[src/rtl/operand_entry_pkg.sv]
// Shared definitions for the calculator operand-entry block.
// Latency: n/a (types and constants only).
// Backpressure: n/a.
package operand_entry_pkg;

    // BCD digit width in bits.
    localparam int BCD_W = 4;

    // Entry state: building operand A, building operand B, result waiting for consumer.
    typedef enum logic [1:0] {
        ENTA = 2'd0,
        ENTB = 2'd1,
        DONE = 2'd2
    } state_t;

endpackage

[src/rtl/operand_entry_key_edge.sv]
// Rising-edge detector for a vector of clk-synchronous key levels.
// Latency: combinational rise output against a one-cycle history register.
// Backpressure: none; every cycle is evaluated.
// Ports: clk, rst (sync, active-high), i_lvl[W] key levels, o_rise[W] rising-edge pulses.
module key_edge #(
    parameter int W = 1
) (
    input  logic         clk,
    input  logic         rst,
    input  logic [W-1:0] i_lvl,
    output logic [W-1:0] o_rise
);

    logic [W-1:0] r_hist;

    // Reset loads the live levels so a key held through reset never looks like a new press.
    // Outside reset the history simply follows the levels every cycle, whatever the
    // consumer does with the resulting edges.
    always_ff @(posedge clk) begin
        if (rst) begin
            r_hist <= i_lvl;
        end else begin
            r_hist <= i_lvl;
        end
    end

    assign o_rise = i_lvl & ~r_hist;

endmodule

[src/rtl/operand_entry.sv]
// Calculator operand entry: turns key presses into two BCD operands plus an operator.
// Latency: a key rising in cycle N is reflected in registered outputs in cycle N+1.
// Backpressure: result held in DONE with out_valid until out_ready; only clr or rst abort it.
// Ports: clk/rst; key_digit[10], key_op[NOPS], key_eq, key_bs, key_clr key levels;
//        cur_bcd/cur_len/in_b/ovf/key_err status; out_valid/out_ready handshake with
//        opa_bcd, opb_bcd, op_sel (one-hot) payload.
module operand_entry
    import operand_entry_pkg::*;
#(
    parameter int NDIGITS = 4,
    parameter int NOPS    = 4
) (
    input  logic                              clk,
    input  logic                              rst,
    input  logic [9:0]                        key_digit,
    input  logic [NOPS-1:0]                   key_op,
    input  logic                              key_eq,
    input  logic                              key_bs,
    input  logic                              key_clr,
    output logic [BCD_W*NDIGITS-1:0]          cur_bcd,
    output logic [$clog2(NDIGITS+1)-1:0]      cur_len,
    output logic                              in_b,
    output logic                              ovf,
    output logic                              key_err,
    output logic                              out_valid,
    input  logic                              out_ready,
    output logic [BCD_W*NDIGITS-1:0]          opa_bcd,
    output logic [BCD_W*NDIGITS-1:0]          opb_bcd,
    output logic [NOPS-1:0]                   op_sel
);

    localparam int DW = BCD_W * NDIGITS;
    localparam int LW = $clog2(NDIGITS + 1);
    // Key vector layout: [9:0] digits, then operators, then eq, bs, clr (clr on top).
    localparam int NK = 10 + NOPS + 3;

    logic [NK-1:0]   w_lvl;
    logic [NK-1:0]   w_rise;
    logic [NK-2:0]   w_ev;
    logic            w_multi;
    logic [9:0]      w_dig_rise;
    logic [NOPS-1:0] w_op_rise;
    logic            w_eq_ev;
    logic            w_bs_ev;
    logic            w_clr_ev;
    logic [3:0]      w_dig_idx;

    state_t          r_state, w_nxt_state;
    logic [DW-1:0]   r_cur_bcd, w_nxt_cur_bcd;
    logic [LW-1:0]   r_cur_len, w_nxt_cur_len;
    logic            r_ovf, w_nxt_ovf;
    logic            r_key_err, w_nxt_key_err;
    logic            r_out_valid, w_nxt_out_valid;
    logic [DW-1:0]   r_opa, w_nxt_opa;
    logic [DW-1:0]   r_opb, w_nxt_opb;
    logic [NOPS-1:0] r_op_sel, w_nxt_op_sel;

    assign w_lvl = {key_clr, key_bs, key_eq, key_op, key_digit};

    key_edge #(.W(NK)) u_key_edge (
        .clk    (clk),
        .rst    (rst),
        .i_lvl  (w_lvl),
        .o_rise (w_rise)
    );

    assign w_dig_rise = w_rise[9:0];
    assign w_op_rise  = w_rise[10 +: NOPS];
    assign w_eq_ev    = w_rise[10 + NOPS];
    assign w_bs_ev    = w_rise[11 + NOPS];
    assign w_clr_ev   = w_rise[12 + NOPS];

    // All non-clr events; clearing the lowest set bit leaves something only if two or more fired.
    assign w_ev    = w_rise[NK-2:0];
    assign w_multi = |(w_ev & (w_ev - 1'b1));

    // Digit index; only meaningful when exactly one digit rose.
    always_comb begin
        w_dig_idx = 4'd0;
        for (int i = 0; i < 10; i++) begin
            if (w_dig_rise[i]) begin
                w_dig_idx = 4'(i);
            end
        end
    end

    always_comb begin
        w_nxt_state     = r_state;
        w_nxt_cur_bcd   = r_cur_bcd;
        w_nxt_cur_len   = r_cur_len;
        w_nxt_ovf       = r_ovf;
        w_nxt_key_err   = 1'b0;
        w_nxt_out_valid = r_out_valid;
        w_nxt_opa       = r_opa;
        w_nxt_opb       = r_opb;
        w_nxt_op_sel    = r_op_sel;

        if (w_clr_ev) begin
            w_nxt_state     = ENTA;
            w_nxt_cur_bcd   = '0;
            w_nxt_cur_len   = '0;
            w_nxt_ovf       = 1'b0;
            w_nxt_out_valid = 1'b0;
            w_nxt_opa       = '0;
            w_nxt_opb       = '0;
            w_nxt_op_sel    = '0;
        end else begin
            if (w_multi) begin
                w_nxt_key_err = 1'b1;
            end
            case (r_state)
                ENTA, ENTB: begin
                    if (!w_multi) begin
                        if (|w_dig_rise) begin
                            if (r_cur_len == LW'(NDIGITS)) begin
                                w_nxt_ovf = 1'b1;
                            end else if (!(w_dig_idx == 4'd0 && r_cur_len == '0)) begin
                                w_nxt_cur_bcd = (r_cur_bcd << BCD_W) | DW'(w_dig_idx);
                                w_nxt_cur_len = r_cur_len + 1'b1;
                            end
                        end else if (w_bs_ev) begin
                            if (r_cur_len != '0) begin
                                w_nxt_cur_bcd = r_cur_bcd >> BCD_W;
                                w_nxt_cur_len = r_cur_len - 1'b1;
                            end
                        end else if (|w_op_rise) begin
                            w_nxt_op_sel = w_op_rise;
                            if (r_state == ENTA) begin
                                w_nxt_opa     = r_cur_bcd;
                                w_nxt_cur_bcd = '0;
                                w_nxt_cur_len = '0;
                                w_nxt_ovf     = 1'b0;
                                w_nxt_state   = ENTB;
                            end
                        end else if (w_eq_ev && r_state == ENTB) begin
                            w_nxt_opb       = r_cur_bcd;
                            w_nxt_out_valid = 1'b1;
                            w_nxt_state     = DONE;
                        end
                    end
                end
                DONE: begin
                    // Payload stays frozen; only the handshake moves us on.
                    if (r_out_valid && out_ready) begin
                        w_nxt_out_valid = 1'b0;
                        w_nxt_state     = ENTA;
                        w_nxt_cur_bcd   = '0;
                        w_nxt_cur_len   = '0;
                        w_nxt_ovf       = 1'b0;
                    end
                end
                default: begin
                    w_nxt_state = ENTA;
                end
            endcase
        end
    end

    always_ff @(posedge clk) begin
        if (rst) begin
            r_state     <= ENTA;
            r_cur_bcd   <= '0;
            r_cur_len   <= '0;
            r_ovf       <= 1'b0;
            r_key_err   <= 1'b0;
            r_out_valid <= 1'b0;
            r_opa       <= '0;
            r_opb       <= '0;
            r_op_sel    <= '0;
        end else begin
            r_state     <= w_nxt_state;
            r_cur_bcd   <= w_nxt_cur_bcd;
            r_cur_len   <= w_nxt_cur_len;
            r_ovf       <= w_nxt_ovf;
            r_key_err   <= w_nxt_key_err;
            r_out_valid <= w_nxt_out_valid;
            r_opa       <= w_nxt_opa;
            r_opb       <= w_nxt_opb;
            r_op_sel    <= w_nxt_op_sel;
        end
    end

    assign cur_bcd   = r_cur_bcd;
    assign cur_len   = r_cur_len;
    assign in_b      = (r_state == ENTB);
    assign ovf       = r_ovf;
    assign key_err   = r_key_err;
    assign out_valid = r_out_valid;
    assign opa_bcd   = r_opa;
    assign opb_bcd   = r_opb;
    assign op_sel    = r_op_sel;

endmodule
[config.mk]
export PLATFORM = sky130hd
export DESIGN_NAME = operand_entry
export DESIGN_NICKNAME = d
export VERILOG_FILES = /design/src/rtl/operand_entry_pkg.sv /design/src/rtl/operand_entry_key_edge.sv /design/src/rtl/operand_entry.sv
export SDC_FILE = /design/constraint.sdc
export NUM_CORES = 1
export LEC_CHECK = 0
export CORE_AREA = 5 5 97 99
export CTS_BUF_LIST = sky130_fd_sc_hd__clkbuf_4 sky130_fd_sc_hd__clkbuf_8 sky130_fd_sc_hd__clkbuf_16
export DETAILED_ROUTE_END_ITERATION = 7
export DIE_AREA = 0 0 102 104
export PLACE_DENSITY = 0.63
export REMOVE_ABC_BUFFERS = 1
export SYNTH_ARGS = -nofsm -noshare
export SYNTH_HDL_FRONTEND = slang
export SYNTH_SLANG_ARGS = --single-unit
[constraint.sdc]
create_clock -name clk -period 7.4 [get_ports clk]
set_input_delay 1.48 -clock clk [delete_from_list [all_inputs] [get_ports clk]]
set_output_delay 1.48 -clock clk [all_outputs]
set_load 0.05 [all_outputs]
==> run_results.csv <==
group,metric,value,unit
run_status,outcome,"finished, final reports clean",
power,power.internal,617,µW
drt,post_drt_wl_per_cell,15.1,µm
synthesis,syn_area,3270,µm²
setup_path,r2r_start,"u_key_edge.r_hist[1]",
floorplan,rows,34,
setup_path,slowest_delay,960,ps
clock_tree,holdBufCountCts,0,
drt,drtIter0Drc,132,
synthesis,ys_ff_latch,77,
timing,max_freq,0.216,GHz
timing,fin_crit_sh,62.5,%
setup_path,critPathLaunch,"key_digit[1]",
timing,setup_tns,0,ps
finish,final_common_cell,"clkdlybuf4s50_1",
job,drv_cap,0,
global_routing,grt_max_degree,44,
setup_path,slowest_stage,"nand4b_1",
drt,vias,2838,
global_routing,grt_pass1_wl,13400,µm
floorplan,core-area,8470,µm²
finish,areaGrowthSynthToFinish,32.6,%
synthesis,postSynth.asyncResetShare,0,%
synthesis,netlist_instances,355,
setup_path,crit_family,"simple AND/OR/NAND/NOR gates",
finish,fill_cells,823,
global_routing,first_global_vias,2786,
power,pwr-share-seq,51.7,%
clock_tree,cts_made_buffers,9,
timing,worst_slew_pin_slew,1170,ps
setup_path,crit_chain,"clkdlybuf4s50_1 -> nor2b_4 -> nor4_2 -> nand4_1 -> nor4_1 -> nand4b_1 -> nand3_1 -> o21ai_0",
setup_path,start_kind,"primary input",
global_routing,overflow,0,
power,p_clk_share,39.6,%
floorplan,start_util,38.7,%
synthesis,yosysUniqueCellTypes,55,
global_routing,antenna_found_initial,0,
timing,setup_violations,0,
floorplan,ios,79,
synthesis,synthFlopType,"dfxtp_1",
setup_path,cp-end-kind,"flop",
timing,finalHoldViolations,0,
synthesis,synth_top_area_share,47.1,%
synthesis,synth_top_area_cell,"dfxtp_1",
global_routing,grt_use_total,15.6,%
drt,routed_wl,8150,µm
hold_path,hold_path_class,"flop to flop",
setup_path,arrival,4810,ps
power,powerDensity,188,nW/µm²
clock_tree,clk_path_buf_depth,2,
floorplan,die_w,102,µm
timing,hold_slack,469,ps
setup_path,critPathRequiredTime,7580,ps
finish,final_cell_mix,"clkdlybuf4s50_1 (78), dfxtp_1 (77), nand2_1 (36), nor2_1 (33), nand3_1 (28)",
clock_tree,clock_sinks,77,
timing,rsz0062_at_grt,"false",
power,power.switching,199,µW
clock_tree,htree_levels,3,
drt,via_per_inst,5.25,
timing,fin_crit,4620,ps
floorplan,die-area,10600,µm²
finish,regArea,1540,µm²
clock_tree,root_buffer,"clkbuf_8",
floorplan,die_h,104,µm
clock_tree,clkLatencyLatePin,340,ps
synthesis,synthTopCellsByArea,"dfxtp_1 (47%), mux2i_1 (7.3%), nand3_1 (4.3%)",
drt,drtPass1Iterations,4,
timing,relSlewSlack,21.6,%
drt,drc_errors,0,
setup_path,crit_path_max_fanout,32,
hold_path,worstHoldStart,"ovf",
setup_path,critical_path_class,"primary input to flop",
power,p_sw_share,24.4,%
power,combPwrFrac,8.6,%
power,ir_drop,96.7,µV
timing,final_max_slew_viol_count,0,
synthesis,yosysWarningCount,0,
synthesis,synth.avg_cell_area,9.22,µm²
synthesis,synth_edf_count,0,
placement,dp_hpwl,5970,µm
clock_tree,path_clk_slew,80,ps
clock_tree,ctsResizeCount,0,
clock_tree,cts_tree,"done",
setup_path,critPathBufInv,1,
finish,drive_gt1_share,7.39,%
timing,fin_skew,7.92,ps
placement,gp_congestion,0.849,
drt,detail-route-antenna-nets,0,
finish,antennaDiodeCount,0,
placement,portBuffers,78,
clock_tree,post_cts_buffers,0,
finish,nets,451,
synthesis,ys_seq_area_share,47.1,%
power,power.leakage,0.00146,µW
finish,multi_input_area,1650,µm²
## through the flow
stage	cells	util [%]	setup WS, ps	power (µW)	instance area, µm²
detailed placement	525	48.8	2450	503	4140
floorplan	338	-	3540	476	3200
CTS	541	51.3	2840	826	4340
finish	541	51.3	2780	816	4340
global placement	525	48.8	2670	502	4140
global route	541	51.3	2370	853	4340
## power groups by stage
stage / combinational, µW / sequential, µW / clock (µW)
global placement: 69.7 / 432 / 0
finish: 70.4 / 422 / 323
detailed placement: 70.5 / 432 / 0
floorplan: 41.6 / 435 / 0
CTS: 70.8 / 422 / 333
global route: 76.9 / 423 / 353
## sequential cells by signal, indices dropped and copies added (netlist names)
signal             flops
u_key_edge.r_hist     17
cur_bcd               16
opa_bcd               16
opb_bcd               16
op_sel                 4
cur_len                3
r_state                2
key_err                1
out_valid              1
ovf                    1
## worst paths after layout
kind	slack, ps	endpoint	depth (start not counted)
setup / recovery	2780	opa_bcd[3]	8
hold / removal	470	ovf	2
setup reg to reg	4080	opa_bcd[3]	7
hold reg to reg	470	ovf	2
## worst reg2reg max path, stage by stage (launching register included)
cell and delay [ps]:
dfxtp_1 370, nor2b_4 60, nor4_2 580, nand4_1 350, nor4_1 340, nand4b_1 960
nand3_1 390, o21ai_0 120
## metal layers
metal | global-route usage (%) | part of all wire (%)
met1 | 19.5 | 46
met2 | 25.9 | 48
met3 | 4.69 | 6.0
met4 | 4.03 | 0.28
met5 | 0 | 0
## Yosys cell counts (all sizes together) (2+ instances only)
library cell	n
a21o	2
a21oi	8
a22o	2
a31oi	2
a32o	8
a32oi	2
and3	5
buf	2
clkbuf	15
dfxtp	77
ha	3
inv	5
mux2i	24
nand2	36
nand2b	11
nand3	28
nand4	7
nor2	34
nor2b	16
nor3	4
nor4	5
o21ai	24
o22ai	4
o2bb2ai	4
o31ai	3
or3	4
or4	3
## layout make-up
cell class	count	share of cell area [%]
Sequential cell	77	35.5
Multi-Input combinational cell	256	38.1
Tap cell	108	3.11
Timing Repair Buffer	79	18.2
Clock buffer	11	3.34
Inverter	5	0.433
Clock inverter	5	1.36
## cell families (layout without fill, tap and decap cells)
family	Yosys count	after routing	share of synthesized area [%]
flip-flops	77	77	47.1
XOR/XNOR	1	1	0.268
AND/OR/NAND/NOR	156	156	25.3
multiplexers	24	24	7.34
AO/OA/AOI/OAI	72	72	16.1
buffers and inverters	22	100	2.79
adder cells (fa/ha/maj)	3	3	1.15
No activity file was read; power rests on OpenSTA's default activity.
